<file path="src/rtl/pc_pkg.sv">
// pc_pkg: shared types and constants for the program-counter generator.
//   pc_src_e       identifies which source loaded the current fetch PC
//   PC_ALIGN_MASK  low PC bits that must be zero for an aligned fetch
package pc_pkg;

  typedef enum logic [2:0] {
    SRC_RESET    = 3'd0,
    SRC_SEQ      = 3'd1,
    SRC_JUMP     = 3'd2,
    SRC_RET      = 3'd3,
    SRC_REDIRECT = 3'd4
  } pc_src_e;

  localparam logic [1:0] PC_ALIGN_MASK = 2'b11;

endpackage

</file>
<file path="src/rtl/pc_gen_ras_stack.sv">
// ras_stack: circular return-address stack (LIFO).
//   clk, rst   clock and synchronous active-high reset
//   push       write push_data as the new top
//   pop        discard the top entry (ignored when empty)
//   push_data  link address to store
//   top        current top entry (undefined when empty)
//   empty      no valid entries
//   full       DEPTH valid entries
// Push and pop together replace the top in place. A push into a full stack
// overwrites the oldest entry because the pointer simply wraps.
module ras_stack #(
  parameter int DEPTH = 4,
  parameter int WIDTH = 32
) (
  input  logic             clk,
  input  logic             rst,
  input  logic             push,
  input  logic             pop,
  input  logic [WIDTH-1:0] push_data,
  output logic [WIDTH-1:0] top,
  output logic             empty,
  output logic             full
);

  localparam int PW = $clog2(DEPTH);

  logic [WIDTH-1:0] mem [DEPTH];
  logic [PW-1:0]    ptr;
  logic [PW:0]      count;
  logic [PW-1:0]    top_idx;

  // ptr names the next free slot, so the top sits one below it (mod DEPTH).
  assign top_idx = ptr - PW'(1);
  assign top     = mem[top_idx];
  assign empty   = (count == '0);
  assign full    = (count == (PW+1)'(DEPTH));

  always_ff @(posedge clk) begin
    if (rst) begin
      ptr   <= '0;
      count <= '0;
    end else if (push && pop && !empty) begin
      mem[top_idx] <= push_data;
    end else if (push) begin
      mem[ptr] <= push_data;
      ptr      <= ptr + PW'(1);
      if (!full) count <= count + (PW+1)'(1);
    end else if (pop && !empty) begin
      ptr   <= ptr - PW'(1);
      count <= count - (PW+1)'(1);
    end
  end

endmodule

</file>
<file path="src/rtl/pc_gen.sv">
// pc_gen: fetch program-counter generator for the pipelined core.
//   clk, rst     clock and synchronous active-high reset
//   stall        hold the PC (hazard unit)
//   redirect     execute-stage redirect to redirect_pc (bit 0 cleared)
//   jump         decode-stage jal to jump_pc
//   call, ret    decode call/return hints; link_pc is the address pushed
//   pc_current   fetch address (registered)
//   pc_src       which source loaded pc_current
//   misalign     pc_current has non-zero low bits
//   ras_empty    return-address stack holds nothing
// Next-PC priority: redirect > stall > jump > return prediction > sequential.
// Define PC_RAS_EN to build the return-address stack; without it call/ret
// are ignored and ras_empty is tied high.
module pc_gen
  import pc_pkg::*;
#(
  parameter int              XLEN         = 32,
  parameter logic [XLEN-1:0] RESET_VECTOR = '0,
  parameter int              PC_STEP      = 4,
  parameter int              RAS_DEPTH    = 4
) (
  input  logic            clk,
  input  logic            rst,
  input  logic            stall,
  input  logic            redirect,
  input  logic [XLEN-1:0] redirect_pc,
  input  logic            jump,
  input  logic [XLEN-1:0] jump_pc,
  input  logic            call,
  input  logic [XLEN-1:0] link_pc,
  input  logic            ret,
  output logic [XLEN-1:0] pc_current,
  output pc_src_e         pc_src,
  output logic            misalign,
  output logic            ras_empty
);

  logic [XLEN-1:0] next_pc;
  pc_src_e         next_src;
  logic            load_en;

`ifdef PC_RAS_EN
  logic [XLEN-1:0] ras_top;
  logic            ras_push;
  logic            ras_pop;
  logic            unused_ras_full;

  // Decode-side push/pop are wrong-path work when execute redirects, and
  // must not be repeated while the front end is stalled.
  assign ras_push = call && !redirect && !stall;
  assign ras_pop  = ret  && !redirect && !stall;

  ras_stack #(
    .DEPTH (RAS_DEPTH),
    .WIDTH (XLEN)
  ) u_ras (
    .clk       (clk),
    .rst       (rst),
    .push      (ras_push),
    .pop       (ras_pop),
    .push_data (link_pc),
    .top       (ras_top),
    .empty     (ras_empty),
    .full      (unused_ras_full)
  );
`else
  logic unused_ras_inputs;
  assign unused_ras_inputs = ^{call, ret, link_pc, RAS_DEPTH[0]};
  assign ras_empty = 1'b1;
`endif

  // A redirect overrides a stall, so the register loads unless stalled alone.
  assign load_en = redirect || !stall;

  always_comb begin
    next_pc  = pc_current + XLEN'(PC_STEP);
    next_src = SRC_SEQ;
    if (redirect) begin
      next_pc  = redirect_pc & ~XLEN'(1);
      next_src = SRC_REDIRECT;
    end else if (jump) begin
      next_pc  = jump_pc;
      next_src = SRC_JUMP;
`ifdef PC_RAS_EN
    end else if (ret && !ras_empty) begin
      next_pc  = ras_top;
      next_src = SRC_RET;
`endif
    end
  end

  // misalign travels with the PC it describes; the trap is taken downstream.
  always_ff @(posedge clk) begin
    if (rst) begin
      pc_current <= RESET_VECTOR;
      pc_src     <= SRC_RESET;
      misalign   <= 1'b0;
    end else if (load_en) begin
      pc_current <= next_pc;
      pc_src     <= next_src;
      misalign   <= |(next_pc[1:0] & PC_ALIGN_MASK);
    end
  end

endmodule
</file>
<file path="config.mk">
export PLATFORM = sky130hd
export DESIGN_NAME = pc_gen
export DESIGN_NICKNAME = d
export VERILOG_FILES = /design/src/rtl/pc_pkg.sv /design/src/rtl/pc_gen_ras_stack.sv /design/src/rtl/pc_gen.sv
export SDC_FILE = /design/constraint.sdc
export NUM_CORES = 1
export LEC_CHECK = 0
export CORE_MARGIN = 8
export CORE_UTILIZATION = 38
export CTS_BUF_LIST = sky130_fd_sc_hd__clkbuf_4
export CTS_CLUSTER_SIZE = 30
export DETAILED_ROUTE_END_ITERATION = 6
export HOLD_SLACK_MARGIN = 0.12
export PLACE_DENSITY_LB_ADDON = 0.12
export SLEW_MARGIN = 25
export SYNTH_ARGS = -nofsm -noshare
export SYNTH_HDL_FRONTEND = slang
export SYNTH_HIERARCHICAL = 1
export SYNTH_SLANG_ARGS = --single-unit
</file>
<file path="constraint.sdc">
create_clock -name clk -period 2.1 [get_ports clk]
set_input_delay 0.42 -clock clk [delete_from_list [all_inputs] [get_ports clk]]
set_output_delay 0.42 -clock clk [all_outputs]
set_load 0.05 [all_outputs]
</file>
==> flow_metrics.py, run 1 <==
metrics = {
    "critical_path": {
        "cp-end-kind": "output pin",
        "worstPathCellList": "clkdlybuf4s50_1",
        "worstPathMaxFanout": 6,
        "path_depth": 1,
        "worst-path-buf-inv": 1,
        "reg2reg_depth": 5,
        "r2r_slack_ns": 0.16,
        "max_stage_delay_ns": 0.85,
        "slowest_stage": "clkdlybuf4s50_1",
        "required_ns": 1.68,
        "path_class": "flip-flop to output pin",
        "crit_arrival_ns": 1.62,
        "cp_top_family": "buffers and inverters",
        "startpoint_type": "flip-flop",
    },
    "logic_synthesis": {
        "ys_async_sr_fraction_pct": 0,
        "ys_ff_latch": 36,
        "ys.warnings.count": 6,
        "synth_flop_cell": "dfxtp_1",
        "synth_top_area_share_pct": 28.3,
        "yosysSeqAreaShare_pct": 28.3,
        "synth-edff-count": 0,
        "syn_avg_cell_area_um2": 7.40,
        "synth_largest_area_cell": "dfxtp_1",
        "mappedNetlistNets": 448,
        "synth_area_leaders": "dfxtp_1 28%, a21oi_1 8.1%, nor2_1 6.2%, nand2_1 4.3%, mux2i_1 3.9%",
        "netlist_area_um2": 2550,
        "postSynthCellCount": 344,
        "synth_cell_type_count": 61,
    },
    "drt": {
        "drcViolationCount": 0,
        "dr.pass1.iters": 4,
        "wl_um": 9370,
        "drtIter0Drc": 207,
        "final_antenna_net_count": 0,
        "routedWlPerCell_um": 17.4,
        "via_per_inst": 5.65,
        "vias": 3040,
    },
    "cts": {
        "htreeDepth": 2,
        "clk_latency_ns": 0.35,
        "ctsResizeCount": 1,
        "holdBufCountCts": 0,
        "cts-root-buf": "clkbuf_4",
        "cts_buffers": 5,
        "cts_tree": "done",
        "cts_buffer_depth": 2,
        "clkTransAtPathRegs_ns": 0.11,
        "clkSinkCount": 36,
        "cts_setup_buffers": 0,
    },
    "die": {
        "die_area_um2": 9580,
        "ioPinCount": 140,
        "initial_core_util_pct": 38.3,
        "die_w_um": 97.9,
        "core_area_um2": 6640,
        "die_h_um": 97.9,
        "std_cell_rows": 30,
    },
    "global_routing": {
        "antenna_found_initial": 0,
        "grt_max_degree": 37,
        "grt_pass1_wl_um": 15500,
        "gr-total-overflow": 0,
        "grt_pass1_vias": 3062,
        "grtUsageTotal_pct": 19.5,
    },
    "sta": {
        "fmax_mhz": 489,
        "rsz0062_at_grt": "false",
        "tightest_slew_ns": 0.604,
        "finalCriticalPeriod_ns": 2.04,
        "hold_viol_final": 0,
        "hold_ws_ns": 0.481,
        "skew_ns": 0.0143,
        "drv_slew": 0,
        "slew_headroom_pct": 59.6,
        "post-route-period-util_pct": 97.3,
        "setup_viol": 0,
    },
    "placement": {
        "hpwl_um": 7180,
        "port_buffers": 103,
        "place_area_um2": 3830,
        "gp_congestion": 0.856,
    },
    "finish": {
        "syn_to_final_growth_pct": 52.6,
        "antennaDiodeCount": 0,
        "nNetsFinal": 561,
        "final_area_um2": 3890,
        "drive_above_1_share_pct": 14.8,
    },
    "run": {
        "maxCapViolCount": 0,
    },
    "pwr": {
        "p_leak_nw": 1.47,
        "ir_worst_vdd_uv": 301,
        "p_per_area_nw_per_um2": 490,
    },
    "worst_hold_path": {
        "hold_class": "flip-flop to flip-flop",
        "hold-path-cell-count": 2,
    },
    "run_status": {
        "status": "completed",
    },
}
## cells in the mapped netlist (4+ instances only)
master,instances
buf_1,9
nor4_1,8
clkbuf_1,9
nand4_1,7
inv_1,13
mux2i_1,10
o31ai_1,4
nand2_1,29
o21ai_0,20
a21oi_1,41
a221o_1,4
buf_2,4
a221oi_1,8
nor3_1,6
nor2_1,42
dfxtp_1,36
a22oi_1,11
a211oi_1,4
nand3_1,9
and3_1,4
## cell type report
cell class | count | area, um2
Fill cell | 610 | 2760
Multi-Input combinational cell | 270 | 1670
Timing Repair Buffer | 130 | 1270
Sequential cell | 36 | 739
Tap cell | 80 | 100
Clock buffer | 7 | 52.6
Inverter | 14 | 52.6
Clock inverter | 1 | 3.75
## layout by cell type (no fill, tap or decap), types with 4 or more instances in the layout
cell type / netlist / layout
clkdlybuf4s50_1: 0 / 98
nor2_1: 42 / 42
a21oi_1: 41 / 41
nand2_1: 29 / 29
buf_4: 2 / 25
dfxtp_1: 36 / 21
o21ai_0: 20 / 20
dfxtp_2: 0 / 15
inv_1: 13 / 13
a22oi_1: 11 / 11
mux2i_1: 10 / 10
nand3_1: 9 / 9
a221oi_1: 8 / 8
nor4_1: 8 / 8
nand4_1: 7 / 7
clkbuf_4: 0 / 7
nor3_1: 6 / 6
o31ai_1: 4 / 4
and3_1: 4 / 4
a211oi_1: 4 / 4
a221o_1: 4 / 4
## through the flow
| step | worst slack (ns) | TNS, ns | std cells | power (mW) | util, % |
|---|---|---|---|---|---|
| 6_report | 0.0567 | 0 | 538 | 1.90 | 58.5 |
| 5_1_grt | 0.000844 | 0 | 538 | 2.00 | 58.5 |
| 4_1_cts | 0.0346 | 0 | 538 | 1.92 | 58.4 |
| 3_5_place_dp | -0.0142 | -0.0142 | 530 | 1.52 | 57.6 |
| 3_3_place_gp | 0.00258 | 0 | 530 | 1.51 | 57.6 |
| 2_1_floorplan | 0.0251 | 0 | 344 | 1.20 | - |
## worst paths after layout
path	start	to
max	pc_current[21]$_SDFFE_PP0P_	pc_current[21]
min	pc_src[0]$_SDFFE_PP0P_	pc_src[0]$_SDFFE_PP0P_
max reg2reg	pc_current[11]$_SDFFE_PP0P_	pc_current[30]$_SDFFE_PP0P_
min reg2reg	pc_src[0]$_SDFFE_PP0P_	pc_src[0]$_SDFFE_PP0P_
## logic make-up (layout without fill, tap and decap cells)
| family | Yosys count | in the layout | share of synthesized area [%] |
|---|---|---|---|
| flip-flops | 36 | 36 | 28.3 |
| XOR/XNOR | 1 | 1 | 0.344 |
| multiplexers | 11 | 11 | 4.37 |
| AND/OR/NAND/NOR | 133 | 133 | 28.1 |
| AO/OA/AOI/OAI | 123 | 123 | 32.2 |
| adder cells (fa/ha/maj) | 1 | 1 | 0.491 |
| other | 1 | 1 | 0.147 |
| buffers and inverters | 38 | 152 | 6.09 |
## registers in the layout, summed over array words and instances (netlist names)
signal      cells
pc_current     32
pc_src          3
misalign        1
## power by group
part           switching [mW]  internal [mW]  leakage [nW]
clock network           0.242          0.155        0.0338
logic                   0.384          0.321          1.14
registers              0.0670          0.736         0.302
total                   0.693           1.21          1.47
## per-layer routing
| metal | vias to the layer above | part of all wire, % | routed length, um | global-route usage, % |
|---|---|---|---|---|
| li1 | 1517 | - | - | - |
| met1 | 1418 | 46 | 4310 | 24.7 |
| met2 | 99 | 47 | 4390 | 32.2 |
| met3 | 6 | 5.9 | 556 | 4.77 |
| met4 | 0 | 1.1 | 102 | 5.04 |
| met5 | - | 0 | 0 | 0 |
Note: power is estimated with default switching activity, not from simulation.
==> run 2, diff against run 1 <==
Settings changed: CORE_UTILIZATION 38 to 29.
==> run 2 against run 1 <==
  * Final area rose by 0.90%
  * Sequential power barely moved
  * Cell count rose by 5.6%
  * Combinational power rose by 0.7%
  * Global-route usage fell by 3.3 points
  * Worst hold slack got worse by 0.0056 ns
  * First-iteration DRC count fell by 32%
  * Power fell by 2.0%
==> flow_metrics.py, run 2 (synthesis results as in run 1) <==
metrics = {
    "run_status": {
        "status": "completed",
    },
    "global_routing": {
        "antenna_found_initial": 0,
        "grtUsageTotal_pct": 16.2,
        "grt_pass1_wl_um": 15400,
        "grt_pass1_vias": 3008,
        "gr-total-overflow": 0,
        "grt_max_degree": 30,
    },
    "cts": {
        "htreeDepth": 2,
        "cts_tree": "done",
        "clkTransAtPathRegs_ns": 0.11,
        "clk_latency_ns": 0.34,
        "holdBufCountCts": 0,
        "clkSinkCount": 36,
        "cts-root-buf": "clkbuf_4",
        "cts_buffer_depth": 2,
        "cts_buffers": 5,
    },
    "finish": {
        "final_cell_mix": "96 x clkdlybuf4s50_1, 42 x nor2_1, 41 x a21oi_1",
        "nNetsFinal": 564,
        "drive_above_1_share_pct": 15.0,
        "n_fill_cell": 896,
        "reg_top3": "pc_current x32, pc_src x3, misalign x1",
        "antennaDiodeCount": 0,
        "utilization_pct": 45.4,
        "largest_reg_flops": 32,
        "final_area_um2": 3920,
        "syn_to_final_growth_pct": 54.0,
        "top_register": "pc_current",
        "layout_commonest_cell": "clkdlybuf4s50_1",
    },
    "die": {
        "die_w_um": 110,
        "die_area_um2": 12000,
        "die_h_um": 110,
        "core_area_um2": 8640,
        "ioPinCount": 140,
        "std_cell_rows": 34,
        "initial_core_util_pct": 29.5,
    },
    "sta": {
        "slew_headroom_pct": 58.6,
        "rsz0062_at_grt": "false",
        "setup_viol": 0,
        "fmax_mhz": 491,
        "hold_viol_final": 0,
        "fin_ws_ns": 0.0621,
        "tns_ns": 0,
        "drv_slew": 0,
        "finalCriticalPeriod_ns": 2.04,
        "skew_ns": 0.00823,
        "tightest_slew_ns": 0.615,
        "post-route-period-util_pct": 97.0,
        "hold_ws_ns": 0.476,
    },
    "critical_path": {
        "max_stage_delay_ns": 0.84,
        "cp_top_family": "buffers and inverters",
        "worstPathMaxFanout": 6,
        "slowest_stage": "clkdlybuf4s50_1",
        "crit_arrival_ns": 1.62,
        "cp-end-kind": "output pin",
        "path_depth": 1,
        "path_class": "flip-flop to output pin",
        "worst-path-buf-inv": 1,
        "reg2reg_depth": 5,
        "worstPathCellList": "clkdlybuf4s50_1",
        "required_ns": 1.68,
        "startpoint_type": "flip-flop",
    },
    "pwr": {
        "intPower_mw": 1.17,
        "p_seq_share_pct": 43.0,
        "clockPowerShare_pct": 19.0,
        "p_switching_mw": 0.692,
        "ir_worst_vdd_uv": 214,
        "swShare_pct": 37.1,
        "p_per_area_nw_per_um2": 476,
        "p_leak_nw": 1.50,
        "comb_power_share_pct": 38.0,
    },
    "placement": {
        "gp_congestion": 0.810,
        "port_buffers": 103,
        "place_area_um2": 3870,
        "dp_slack_ns": -0.0708,
        "hpwl_um": 7650,
    },
    "drt": {
        "drtIter0Drc": 141,
        "dr.pass1.iters": 4,
        "via_per_inst": 5.25,
        "routedWlPerCell_um": 17.4,
        "vias": 2983,
        "wl_um": 9890,
        "final_antenna_net_count": 0,
        "drcViolationCount": 0,
    },
    "run": {
        "maxCapViolCount": 0,
    },
    "worst_hold_path": {
        "hold_class": "flip-flop to flip-flop",
        "hold-path-cell-count": 2,
    },
}
[run 2: worst paths after layout]
kind                          startpoint                     endpoint  slack, ns
max          pc_current[17]$_SDFFE_PP0P_               pc_current[17]       0.06
min reg2reg       pc_src[0]$_SDFFE_PP0P_       pc_src[0]$_SDFFE_PP0P_       0.48
min               pc_src[0]$_SDFFE_PP0P_       pc_src[0]$_SDFFE_PP0P_       0.48
max reg2reg  pc_current[12]$_SDFFE_PP0P_  pc_current[24]$_SDFFE_PP0P_       0.20
[run 2: layout make-up]
class                   instances  area, um2  area share (%)
well taps                     108        135            3.45
repair buffers                133       1280            32.6
clock buffers                   5       37.5           0.957
flip-flops and latches         36        739            18.9
inverters                      14       52.6            1.34
multi-input cells             270       1670            42.6
clock inverters                 2       7.51           0.191
[run 2: layer usage]
| layer | up-vias | global-route usage (%) | wire (um) |
|---|---|---|---|
| li1 | 1524 | - | - |
| met1 | 1361 | 20.2 | 4520 |
| met2 | 84 | 26.1 | 4470 |
| met3 | 14 | 4.45 | 691 |
| met4 | 0 | 6.27 | 210 |
| met5 | - | 0 | 0 |
[run 2: timing repair]
item                                   in CTS  in global routing
buffers inserted                            0                  0
gates resized for setup                     2                  3
setup endpoints to repair                   2                  3
endpoints found under the hold margin       0                  0
pin swaps                                   0                  0
[run 2: stage by stage]
step	cells	power, mW
final	568	1.87
after global routing	568	1.97
after floorplan	344	1.20
after detailed placement	561	1.53
after CTS	568	1.90
after global placement	561	1.53
[run 2: power by group through the flow]
stage	combinational, mW	clock, mW	sequential [mW]
CTS	0.717	0.377	0.802
detailed placement	0.715	0	0.817
floorplan	0.227	0	0.970
global placement	0.711	0	0.815
global route	0.763	0.397	0.812
finish	0.710	0.354	0.802
==> run 3, diff against run 2 <==
Settings changed: RECOVER_POWER set to 50.
==> run 3 against run 2 <==
  * Non-clock buffer count stayed put
  * Clock power hardly changed
  * Sequential power hardly changed
  * Die area stayed put
  * Register-to-register slack worse by 0.05 ns
  * Power is 0.63% lower
  * Via count is 0.44% higher
  * Flip-flop and latch count stayed put
  * Utilization is 0.72 points lower
  * Highest routed layer unchanged
==> flow_metrics.py, run 3 (synthesis results as in run 1) <==
metrics = {
    "cts": {
        "cts_buffer_depth": 2,
        "clkTransAtPathRegs_ns": 0.11,
        "clkSinkCount": 36,
        "cts_buffers": 5,
        "htreeDepth": 2,
        "clk_latency_ns": 0.34,
        "cts_tree": "done",
        "cts-root-buf": "clkbuf_4",
        "holdBufCountCts": 0,
    },
    "drt": {
        "drtIter0Drc": 120,
        "routedWlPerCell_um": 17.5,
        "vias": 2996,
        "dr.pass1.iters": 4,
        "via_per_inst": 5.27,
        "wl_um": 9930,
        "drcViolationCount": 0,
        "final_antenna_net_count": 0,
    },
    "sta": {
        "rsz0062_at_grt": "false",
        "tns_ns": 0,
        "hold_ws_ns": 0.476,
        "drv_slew": 0,
        "tightest_slew_ns": 0.761,
        "fmax_mhz": 491,
        "finalCriticalPeriod_ns": 2.04,
        "post-route-period-util_pct": 97.0,
        "skew_ns": 0.00885,
        "setup_viol": 0,
        "slew_headroom_pct": 49.2,
        "hold_viol_final": 0,
        "fin_ws_ns": 0.0622,
    },
    "pwr": {
        "intPower_mw": 1.16,
        "swShare_pct": 37.4,
        "p_switching_mw": 0.693,
        "p_seq_share_pct": 43.3,
        "p_per_area_nw_per_um2": 481,
        "comb_power_share_pct": 37.5,
        "clockPowerShare_pct": 19.2,
        "ir_worst_vdd_uv": 214,
        "p_leak_nw": 1.42,
        "total_power_mw": 1.85,
    },
    "critical_path": {
        "worstPathCellList": "clkdlybuf4s50_1",
        "slowest_stage": "clkdlybuf4s50_1",
        "required_ns": 1.68,
        "r2r_slack_ns": 0.15,
        "max_stage_delay_ns": 0.84,
        "path_class": "flip-flop to output pin",
        "startpoint_type": "flip-flop",
        "cp-end-kind": "output pin",
        "cp_top_family": "buffers and inverters",
        "crit_arrival_ns": 1.62,
        "worstPathMaxFanout": 6,
        "worst-path-buf-inv": 1,
    },
    "global_routing": {
        "grt_max_degree": 30,
        "antenna_found_initial": 0,
        "met3_usage_pct": 4.45,
        "gr-usage-met2_pct": 26.1,
        "use_met1_pct": 20.2,
        "gr-total-overflow": 0,
        "grtUsageTotal_pct": 16.2,
        "busiest_layer": "met2",
        "grt_pass1_wl_um": 15400,
        "grt_pass1_vias": 3008,
    },
    "finish": {
        "nNetsFinal": 564,
        "n_fill_cell": 905,
        "layout_commonest_cell": "clkdlybuf4s50_1",
        "reg_top3": "pc_current x32, pc_src x3, misalign x1",
        "largest_reg_flops": 32,
        "final_cells": 568,
        "final_cell_mix": "94 x clkdlybuf4s50_1, 42 x nor2_1, 41 x a21oi_1",
        "syn_to_final_growth_pct": 51.5,
        "antennaDiodeCount": 0,
        "top_register": "pc_current",
        "drive_above_1_share_pct": 13.5,
    },
    "die": {
        "ioPinCount": 140,
        "std_cell_rows": 34,
        "die_area_um2": 12000,
        "die_h_um": 110,
        "initial_core_util_pct": 29.5,
        "die_w_um": 110,
        "core_area_um2": 8640,
    },
    "placement": {
        "gp_congestion": 0.810,
        "port_buffers": 103,
        "hpwl_um": 7650,
        "dp.cells": 561,
        "dp_slack_ns": -0.0708,
    },
    "worst_hold_path": {
        "hold_class": "flip-flop to flip-flop",
    },
    "run": {
        "maxCapViolCount": 0,
    },
    "run_status": {
        "status": "completed",
    },
}
[run 3: cell count changes in the layout (fill, tap and decap cells not counted), moves of 2 or more]
cell             before  now
clkbuf_1              0    8
buf_4                29   25
dlymetal6s2s_1        3    0
clkdlybuf4s50_1      96   94
dlygate4sd3_1         0    2
[run 3: path summary, 6_finish.rpt]
kind	startpoint	to	depth (start not counted)
hold / removal	pc_src[0]$_SDFFE_PP0P_	pc_src[0]$_SDFFE_PP0P_	2
hold reg to reg	pc_src[0]$_SDFFE_PP0P_	pc_src[0]$_SDFFE_PP0P_	2
setup / recovery	pc_current[17]$_SDFFE_PP0P_	pc_current[17]	1
setup reg to reg	pc_current[4]$_SDFFE_PP0P_	pc_current[19]$_SDFFE_PP0P_	5
[run 3: per-layer routing]
layer | part of all wire [%] | up-vias | wire length, um
met3 | 7.0 | 15 | 697
li1 | - | 1521 | -
met4 | 2.2 | 0 | 216
met5 | 0 | - | 0
met2 | 45 | 89 | 4520
met1 | 45 | 1371 | 4500
[run 3: power by group through the flow]
stage | Combinational [mW] | Sequential [mW] | Clock (mW)
2_1_floorplan | 0.227 | 0.970 | 0
3_3_place_gp | 0.711 | 0.815 | 0
3_5_place_dp | 0.715 | 0.817 | 0
4_1_cts | 0.717 | 0.802 | 0.377
5_1_grt | 0.750 | 0.811 | 0.397
6_report | 0.696 | 0.802 | 0.356
[run 3: layout make-up]
type | count | area, um2 | area share, %
Inverter | 14 | 52.6 | 1.36
Tap cell | 108 | 135 | 3.50
Clock buffer | 5 | 37.5 | 0.973
Timing Repair Buffer | 133 | 1220 | 31.6
Clock inverter | 2 | 7.51 | 0.195
Multi-Input combinational cell | 270 | 1670 | 43.2
Sequential cell | 36 | 739 | 19.2
[run 3: per-stage QoR]
stage	cell area [um2]	utilization, %
2_1_floorplan	2560	-
3_3_place_gp	3870	44.8
3_5_place_dp	3870	44.8
4_1_cts	3910	45.3
5_1_grt	3860	44.7
6_report	3860	44.7
[run 3: tightest hold or removal path, cell delays in order (launching register included)]
cell and delay (ns):
dfxtp_1 0.33, inv_1 0.04, a2111oi_0 0.07
[run 3: repair_timing]
action	in CTS	in global routing
setup buffers	0	0
resized for setup	2	3
setup endpoints to repair	2	3
